`src/rtl/lcd_pattern_pipe.sv`:
```
// lcd_pattern_pipe
//   Test-pattern generator that sits behind an LCD timing generator.
//   Pixel coordinates and sync/DE strobes enter on every PIXEL_CLK edge
//   and leave two cycles later with an RGB565 pattern attached. A
//   debounced user button steps through four patterns. The new pattern
//   is committed only at the start of a frame, so no frame ever shows
//   two patterns.
//
// Parameters
//   H_ACTIVE        active pixels per line (coordinates at or beyond this are blanked)
//   V_ACTIVE        active lines per frame (rows at or beyond this are blanked)
//   DEBOUNCE_CYCLES consecutive stable samples needed to accept a button edge
//
// Ports
//   PIXEL_CLK  in   pixel clock; every register updates on its rising edge
//   RESET      in   synchronous active-high reset
//   HSYNC_IN   in   timing-generator HSYNC, active-low
//   VSYNC_IN   in   timing-generator VSYNC, active-low
//   DEN_IN     in   timing-generator data enable, active-high
//   XPOS/YPOS  in   current pixel column/row (11 bits)
//   BTN_USER   in   raw push button, active-low, asynchronous
//   HSYNC_OUT/VSYNC_OUT/DEN_OUT  out  strobes delayed to match pixel latency
//   LCD_R/LCD_G/LCD_B            out  RGB565 pixel
//   MODE                         out  pattern mode currently on screen
module lcd_pattern_pipe #(
  parameter int          H_ACTIVE        = 800,
  parameter int          V_ACTIVE        = 480,
  parameter logic [15:0] DEBOUNCE_CYCLES = 16'd50000
) (
  input  logic        PIXEL_CLK,
  input  logic        RESET,
  input  logic        HSYNC_IN,
  input  logic        VSYNC_IN,
  input  logic        DEN_IN,
  input  logic [10:0] XPOS,
  input  logic [10:0] YPOS,
  input  logic        BTN_USER,
  output logic        HSYNC_OUT,
  output logic        VSYNC_OUT,
  output logic        DEN_OUT,
  output logic [4:0]  LCD_R,
  output logic [5:0]  LCD_G,
  output logic [4:0]  LCD_B,
  output logic [1:0]  MODE
);

  localparam logic [10:0] H_LIMIT = H_ACTIVE[10:0];
  localparam logic [10:0] V_LIMIT = V_ACTIVE[10:0];

  typedef enum logic [1:0] {
    ST_UP      = 2'd0,
    ST_WAIT_DN = 2'd1,
    ST_DOWN    = 2'd2,
    ST_WAIT_UP = 2'd3
  } db_state_t;

  // Stage 1: registered copy of the timing-generator inputs
  logic        hs_s1_reg;
  logic        vs_s1_reg;
  logic        den_s1_reg;
  logic [10:0] x_s1_reg;
  logic [10:0] y_s1_reg;

  // Stage 2: output registers
  logic        hs_s2_reg;
  logic        vs_s2_reg;
  logic        den_s2_reg;
  logic [4:0]  r_reg;
  logic [5:0]  g_reg;
  logic [4:0]  b_reg;

  // Pattern computed from stage 1
  logic [4:0]  r_next;
  logic [5:0]  g_next;
  logic [4:0]  b_next;
  logic        box_masked;
  logic        out_of_range;

  // Frame / mode state
  logic        frame_tick;
  logic [7:0]  box_x_reg;
  logic [7:0]  box_y_reg;
  logic [1:0]  mode_reg;
  logic [1:0]  mode_pending_reg;

  // Button path
  logic        btn_meta_reg;
  logic        btn_sync_reg;
  db_state_t   db_state_reg;
  logic [15:0] db_cnt_reg;
  logic [15:0] db_cnt_inc;
  logic        press_reg;

  // ------------------------------------------------------------------
  // Stage 1 capture
  // ------------------------------------------------------------------
  always_ff @(posedge PIXEL_CLK) begin
    if (RESET) begin
      hs_s1_reg  <= 1'b1;
      vs_s1_reg  <= 1'b1;
      den_s1_reg <= 1'b0;
      x_s1_reg   <= '0;
      y_s1_reg   <= '0;
    end else begin
      hs_s1_reg  <= HSYNC_IN;
      vs_s1_reg  <= VSYNC_IN;
      den_s1_reg <= DEN_IN;
      x_s1_reg   <= XPOS;
      y_s1_reg   <= YPOS;
    end
  end

  // Frame starts when the once-registered VSYNC falls; stage 2 holds
  // its previous value, so no extra edge-detect flop is needed.
  assign frame_tick = vs_s2_reg & ~vs_s1_reg;

  // ------------------------------------------------------------------
  // Pattern generation (between stage 1 and stage 2)
  // ------------------------------------------------------------------
  assign box_masked   = (x_s1_reg[7:0] < box_x_reg) || (y_s1_reg[7:0] < box_y_reg);
  assign out_of_range = (x_s1_reg >= H_LIMIT) || (y_s1_reg >= V_LIMIT);

  always_comb begin
    r_next = '0;
    g_next = '0;
    b_next = '0;
    case (mode_reg)
      2'd0: begin
        if (!box_masked) begin
          r_next = {5{x_s1_reg[5] ^ y_s1_reg[5]}};
          g_next = {6{x_s1_reg[6] ^ y_s1_reg[6]}};
          b_next = {5{x_s1_reg[7] ^ y_s1_reg[7]}};
        end
      end
      2'd1: begin
        // Eight vertical bars, 128 pixels wide; bar index is XPOS[9:7]
        r_next = {5{x_s1_reg[9]}};
        g_next = {6{x_s1_reg[8]}};
        b_next = {5{x_s1_reg[7]}};
      end
      2'd2: begin
        if (!box_masked) begin
          r_next = x_s1_reg[8:4];
          g_next = y_s1_reg[8:3];
          b_next = box_x_reg[7:3];
        end
      end
      default: begin
        r_next = 5'h1F;
        g_next = 6'h3F;
        b_next = 5'h1F;
      end
    endcase
    // Blanking and out-of-range pixels override every pattern
    if (!den_s1_reg || out_of_range) begin
      r_next = '0;
      g_next = '0;
      b_next = '0;
    end
  end

  // ------------------------------------------------------------------
  // Stage 2 / outputs
  // ------------------------------------------------------------------
  always_ff @(posedge PIXEL_CLK) begin
    if (RESET) begin
      hs_s2_reg  <= 1'b1;
      vs_s2_reg  <= 1'b1;
      den_s2_reg <= 1'b0;
      r_reg      <= '0;
      g_reg      <= '0;
      b_reg      <= '0;
    end else begin
      hs_s2_reg  <= hs_s1_reg;
      vs_s2_reg  <= vs_s1_reg;
      den_s2_reg <= den_s1_reg;
      r_reg      <= r_next;
      g_reg      <= g_next;
      b_reg      <= b_next;
    end
  end

  // ------------------------------------------------------------------
  // Moving box and mode commit
  // ------------------------------------------------------------------
  // mode_reg samples mode_pending_reg before the press increment lands,
  // so a press coinciding with a frame tick shows up one frame later.
  always_ff @(posedge PIXEL_CLK) begin
    if (RESET) begin
      box_x_reg        <= '0;
      box_y_reg        <= '0;
      mode_reg         <= '0;
      mode_pending_reg <= '0;
    end else begin
      if (press_reg) begin
        mode_pending_reg <= mode_pending_reg + 2'd1;
      end
      if (frame_tick) begin
        mode_reg  <= mode_pending_reg;
        box_x_reg <= box_x_reg + 8'd1;
        box_y_reg <= box_y_reg + 8'd1;
      end
    end
  end

  // ------------------------------------------------------------------
  // Button synchronizer and debounce
  // ------------------------------------------------------------------
  always_ff @(posedge PIXEL_CLK) begin
    if (RESET) begin
      btn_meta_reg <= 1'b1;
      btn_sync_reg <= 1'b1;
    end else begin
      btn_meta_reg <= BTN_USER;
      btn_sync_reg <= btn_meta_reg;
    end
  end

  // Saturating increment so a very long stable level never wraps back
  // below the threshold.
  assign db_cnt_inc = (db_cnt_reg == 16'hFFFF) ? db_cnt_reg : db_cnt_reg + 16'd1;

  // The sample that leaves UP/DOWN counts as the first stable sample,
  // so the counter starts at 1 on entry to the WAIT states.
  always_ff @(posedge PIXEL_CLK) begin
    if (RESET) begin
      db_state_reg <= ST_UP;
      db_cnt_reg   <= '0;
      press_reg    <= 1'b0;
    end else begin
      press_reg <= 1'b0;
      case (db_state_reg)
        ST_UP: begin
          if (!btn_sync_reg) begin
            db_state_reg <= ST_WAIT_DN;
            db_cnt_reg   <= 16'd1;
          end else begin
            db_cnt_reg   <= '0;
          end
        end
        ST_WAIT_DN: begin
          if (btn_sync_reg) begin
            db_state_reg <= ST_UP;
            db_cnt_reg   <= '0;
          end else if (db_cnt_inc >= DEBOUNCE_CYCLES) begin
            db_state_reg <= ST_DOWN;
            db_cnt_reg   <= '0;
            press_reg    <= 1'b1;
          end else begin
            db_cnt_reg   <= db_cnt_inc;
          end
        end
        ST_DOWN: begin
          if (btn_sync_reg) begin
            db_state_reg <= ST_WAIT_UP;
            db_cnt_reg   <= 16'd1;
          end else begin
            db_cnt_reg   <= '0;
          end
        end
        ST_WAIT_UP: begin
          if (!btn_sync_reg) begin
            db_state_reg <= ST_DOWN;
            db_cnt_reg   <= '0;
          end else if (db_cnt_inc >= DEBOUNCE_CYCLES) begin
            db_state_reg <= ST_UP;
            db_cnt_reg   <= '0;
          end else begin
            db_cnt_reg   <= db_cnt_inc;
          end
        end
        default: begin
          db_state_reg <= ST_UP;
          db_cnt_reg   <= '0;
        end
      endcase
    end
  end

  assign HSYNC_OUT = hs_s2_reg;
  assign VSYNC_OUT = vs_s2_reg;
  assign DEN_OUT   = den_s2_reg;
  assign LCD_R     = r_reg;
  assign LCD_G     = g_reg;
  assign LCD_B     = b_reg;
  assign MODE      = mode_reg;

endmodule

```
`config.mk`:
```
export PLATFORM = sky130hd
export DESIGN_NAME = lcd_pattern_pipe
export DESIGN_NICKNAME = d
export VERILOG_FILES = /design/src/rtl/lcd_pattern_pipe.sv
export SDC_FILE = /design/constraint.sdc
export NUM_CORES = 1
export LEC_CHECK = 0
export CORE_ASPECT_RATIO = 1.5
export CORE_MARGIN = 2
export CORE_UTILIZATION = 50
export CTS_CLUSTER_DIAMETER = 80
export CTS_CLUSTER_SIZE = 16
export DETAILED_ROUTE_END_ITERATION = 12
export PLACE_DENSITY_LB_ADDON = 0.25
export SYNTH_ARGS = -nofsm -noshare
export SYNTH_HDL_FRONTEND = slang
export SYNTH_SLANG_ARGS = --single-unit
```
`constraint.sdc`:
```
create_clock -name PIXEL_CLK -period 2.7 [get_ports PIXEL_CLK]
set_input_delay 0.54 -clock PIXEL_CLK [delete_from_list [all_inputs] [get_ports PIXEL_CLK]]
set_output_delay 0.54 -clock PIXEL_CLK [all_outputs]
set_load 0.02 [all_outputs]
```
# Word level (Yosys, flattened, before mapping)

Index checks and enable logic that the tools add are counted.

Add/subtract/negate cells: 4
$lt $le $gt $ge: 5
Eq/ne operators: 10
Multiplexer cells: 24
Bitwise logic cells: 6
Reduce and logical (&&, ||, !) cells: 9

Operators with widths:

| operator                                                            | count |
|---|---|
| 2-to-1 mux 16 bit                                                   | 4 |
| case mux 16 bit (4 select lines)                                    | 1 |
| case mux 5 bit (3 select lines)                                     | 2 |
| 2-to-1 mux 5 bit                                                    | 4 |
| case mux 6 bit (3 select lines)                                     | 1 |
| adder 16 x 1 -> 16 bit, second input constant                       | 1 |
| adder 8 x 1 -> 8 bit, second input constant                         | 2 |
| == test 16 bit, second input constant                               | 1 |
| greater-or-equal comparator 16 bit, second input constant           | 1 |
| < comparator 8 bit                                                  | 2 |
| 2-to-1 mux 2 bit                                                    | 6 |
| 2-to-1 mux 6 bit                                                    | 2 |
| greater-or-equal comparator 11 x 10 -> 1 bit, second input constant | 1 |
| greater-or-equal comparator 11 x 9 -> 1 bit, second input constant  | 1 |
| case mux 2 bit (4 select lines)                                     | 1 |
| == test 2 bit, second input constant                                | 3 |
| inequality test 3 bit, second input constant                        | 2 |
| == test 2 x 1 -> 1 bit, second input constant                       | 2 |
| logical NOT 2 bit                                                   | 2 |
| inequality test 2 bit, second input constant                        | 2 |
| AND reduction 4 bit                                                 | 1 |
| logical OR 1 bit                                                    | 3 |
| 2-to-1 mux 1 bit                                                    | 3 |
| OR reduction 3 bit                                                  | 1 |
| 6 further kinds                                                     | 9 |

Register bits after elaboration: 85
Input bits: 28
Output and inout port bits: 21
Logic and storage cells: 78

# Depth between registers and ports, before layout

Depth in word-level cells: 6
Depth in mapped cells: 10
Mapped depth without buffers: 8

# Worst setup path after synthesis

No wires, ideal clock.

Path kind: register -> register
Start point: register db_cnt_reg[0]
End point: register db_cnt_reg[3]
Setup time: 66 ps
Arrival: 2197 ps
Data required time: 2634 ps
Slack: 437 ps
Stages on the path, launching flop included: 11
Path buffers: 2
Period minus slack after synthesis: 2263 ps
Path through: dfxtp_1 > ha_1 > and4_1 > buf_6 > mux2_4 > a32o_1 > o211ai_2 > a41oi_2 > nand3b_4 > buf_6 > a21oi_2

Cells in the longest elaborated chain, start to end: 6
Elaborated cells between the ends (all ways): 8
Classes of those cells: add/sub: 1; order compare: 1; eq/ne: 1; mux: 5

Ends and longest elaborated chain:

| element                                                         | line     | text |
|---|---|---|
| start, declared                                                 | 90       | `logic [15:0] db_cnt_reg;` |
| start signal, assigned                                          | 250      | `db_cnt_reg <= db_cnt_inc;` |
| start signal, assigned                                          | 269      | `db_cnt_reg <= db_cnt_inc;` |
| adder 16 x 1 -> 16 bit / == test 16 bit (equally long branches) | 221      | `assign db_cnt_inc = (db_cnt_reg == 16'hFFFF) ? db_cnt_reg : db_cnt_reg + 16'd1;` |
| 2-to-1 mux 16 bit (*)                                           | 221      |  |
| greater-or-equal comparator 16 bit                              | 245, 265 |  |
| 2-to-1 mux 16 bit (*)                                           | 245, 265 |  |
| 2-to-1 mux 16 bit, on equally long branches                     | 262, 242 |  |
| case mux 16 bit (4 select lines) (*)                            | 232      | `case (db_state_reg)` |

Mark *: on every way between the ends. The rest lies on a longest branch, timed or not.
A chain may end at the register's enable or synchronous reset.

# Worst setup path in the final report

Start point: register db_cnt_reg[1]
End point: register db_cnt_reg[11]

The elaborated chain is that of the path after synthesis.

==> impl_metrics.py <==
metrics = {
    "run_status": {
        "status": "complete, no violations",
    },
    "sta": {
        "worst_pin_slew_ns": 0.7936,
        "clock_skew_ns": 0.009359,
        "fin_crit_sh": 0.9454,
        "fmaxAchievable_ghz": 0.3918,
        "drv_slew": 0,
        "finalCriticalPeriod_ns": 2.552,
        "setup-tns-final_ns": 0,
        "rsz0062_at_grt": "no",
        "hold_viol": 0,
        "setup_viol": 0,
        "slew-limit-headroom": 0.4709,
    },
    "drt": {
        "ant_nets": 0,
        "drtIter0Drc": 107,
        "drc": 0,
        "viasPerCell": 5.404,
        "drt_first_pass_iters": 4,
        "wl_per_cell_um": 13.98,
        "via_count": 3048,
        "routed_wl_mm": 7.882,
    },
    "global_routing": {
        "antenna_found_initial": 0,
        "grt_pass1_wl_mm": 12.97,
        "grt_max_degree": 48,
        "grt-ovfl-total": 0,
        "grt_pass1_vias": 2981,
        "grt_usage": 0.2116,
    },
    "synthesis": {
        "syn_nets": 449,
        "yosysWarnings": 0,
        "synth_cells": 404,
        "synthFlopType": "dfxtp_1",
        "synth-edff-count": 0,
        "synth.ff_latch_count": 85,
        "ys_async_sr_fraction": 0,
        "syn_area_sq_mm": 0.003677,
        "yosys.area.top_type": "dfxtp_1",
        "netlist_top_cells_area": "dfxtp_1, ha_1, nor2_1",
        "ys_types": 53,
        "synth-seq-area-share": 0.4627,
        "syn_area_per_cell_sq_um": 9.102,
        "netlist.area_leader.share": 0.4627,
    },
    "die": {
        "core_area_sq_mm": 0.007179,
        "io_pins": 49,
        "rows": 38,
        "initial_core_util": 0.5122,
        "chipWidth_um": 74.02,
        "dieArea_sq_mm": 0.008070,
        "die_h_um": 109.0,
    },
    "clocking": {
        "cts.clk_slew.worst_paths_ns": 0.08,
        "clock_latency_ns": 0.35,
        "htree_levels": 3,
        "cts_buffer_depth": 2,
        "cts-root-buf": "clkbuf_8",
        "cts_buffers": 9,
        "cts_tree": "done",
        "cts_sinks": 85,
    },
    "place": {
        "gp_congestion": 0.9624,
        "placed_cells": 545,
        "hpwlAfterDp_mm": 5.888,
        "port_buffers": 48,
    },
    "final_layout": {
        "drive_above_1_share": 0.09914,
        "syn_to_final_growth_pct": 21.47,
        "fill_cells": 629,
        "seqCellArea_sq_mm": 0.001703,
        "diodes": 0,
        "multi_input_area_sq_mm": 0.001831,
        "nNetsFinal": 504,
        "largest_register_ffs": 16,
        "finalNonFillerCells": 564,
    },
    "worst_setup_path": {
        "critical_path.endpoint_type": "flop",
        "cp_cell_sequence": "ha_1, and4_2, mux2_4, a32o_1, o211ai_2, a41oi_2, nand3b_4, buf_4, nor2_1",
        "cp.arrival_ns": 2.84,
        "startpoint_type": "flop",
        "cp_max_fo": 10,
        "required_ns": 2.99,
        "cp_slowest_stage_delay_ns": 0.44,
        "cp_slowest_cell": "dfxtp_1",
        "path_class": "reg -> reg",
    },
    "pwr": {
        "peakVddDrop_mv": 0.3105,
        "powerDensity_mw_per_mm2": 508.4,
        "leakage_nw": 1.585,
    },
    "job": {
        "cap_violations": 0,
    },
    "worst_hold_path": {
        "hold_class": "reg -> reg",
    },
}
-- through the flow --
step	area (sq um)	util	hold WS [ns]	worst slack, ns	power (W)
2_1_floorplan	3677	-	0.3895	0.4374	0.001423
3_3_place_gp	4259	0.5932	0.3925	0.2269	0.001494
3_5_place_dp	4259	0.5932	0.3997	0.06622	0.001498
4_1_cts	4431	0.6171	0.4211	0.03980	0.002288
5_1_grt	4467	0.6222	0.4389	0.01780	0.002359
6_report	4467	0.6222	0.4144	0.1475	0.002271
-- area by class of cell --
class | instances | area share
multi-input combinational | 284 | 0.4098
sequential | 85 | 0.3812
timing repair buffer | 60 | 0.1266
clock buffer | 15 | 0.03726
tap | 100 | 0.02801
inverter | 19 | 0.01597
clock inverter | 1 | 0.001120
-- cells in the final DEF, fill, tap and decap left out, types with 3 or more instances in the layout --
| master | n |
|---|---|
| nand3_1 | 26 |
| nand2_1 | 20 |
| or3_1 | 3 |
| a21oi_1 | 29 |
| inv_1 | 19 |
| and4_1 | 3 |
| clkdlybuf4s50_1 | 47 |
| and3_1 | 3 |
| xor2_1 | 6 |
| clkbuf_1 | 4 |
| xnor2_1 | 18 |
| dfxtp_1 | 84 |
| or2_2 | 6 |
| ha_1 | 17 |
| mux2i_1 | 3 |
| nor2_1 | 51 |
| a21oi_2 | 3 |
| o21ai_0 | 7 |
| nor2b_1 | 26 |
| a41oi_1 | 3 |
| buf_4 | 12 |
| nand2b_1 | 4 |
| clkbuf_8 | 11 |
| nor3_1 | 9 |
| nand4_1 | 10 |
-- synthesized netlist by cell type, drive strengths merged (2+ instances only) --
cell    number
dfxtp       85
nor2        51
a21oi       32
nand3       26
nor2b       26
nand2       20
inv         19
xnor2       18
ha          17
nand4       11
clkbuf      10
nor3         9
o21ai        7
buf          6
or2          6
xor2         6
a41oi        5
and4         4
nand2b       4
and3         3
mux2i        3
or3          3
a211oi       2
a21o         2
and2         2
mux2         2
nor3b        2
o21a         2
o22ai        2
o32ai        2
-- logic make-up (layout without fill, tap and decap cells) --
group           after synthesis  count (layout)  share of synthesized area
simple gates                173             173                     0.2450
flops                        85              85                     0.4627
compound gates               65              65                     0.1191
buf+inv                      35              95                    0.04287
xor+xnor                     24              24                    0.05716
fa+ha+maj                    17              17                    0.05784
mux                           5               5                    0.01531
-- worst max-delay path, delay by kind of cell, from the launching register on --
kind	cells	cell delay, ns
AO/OA/AOI/OAI	3	0.54
adder cells (fa/ha/maj)	1	0.28
buffers and inverters	1	0.20
flip-flops	1	0.44
multiplexers	1	0.31
AND/OR/NAND/NOR	3	0.72
-- worst paths after layout --
path                       from              to  slack (ns)  cells after the start
hold / removal        hs_s1_reg       HSYNC_OUT        0.41                      1
hold reg to reg       hs_s1_reg       HSYNC_OUT        0.41                      1
setup reg to reg  db_cnt_reg[1]  db_cnt_reg[11]        0.15                      9
setup / recovery  db_cnt_reg[1]  db_cnt_reg[11]        0.15                      9
-- power breakdown --
part,internal (W),switching [W],leakage (nW)
combinational,0.0000890,0.0000781,0.803
sequential,0.00128,0.0000208,0.694
clock,0.000386,0.000415,0.0877
-- per-layer routing --
| metal | up-vias | wire length (um) | global-route usage |
|---|---|---|---|
| li1 | 1511 | - | - |
| met1 | 1400 | 2940 | 0.2022 |
| met2 | 103 | 4193 | 0.3865 |
| met3 | 34 | 355 | 0.05823 |
| met4 | 0 | 393 | 0.1312 |
| met5 | - | 0 | 0 |
-- timing repair --
action,in CTS,in global routing
gates resized for setup,0,4
hold buffers,0,0
buffers inserted,0,3
endpoints found under the setup margin,0,9
No activity file was read; power rests on OpenSTA's default activity.
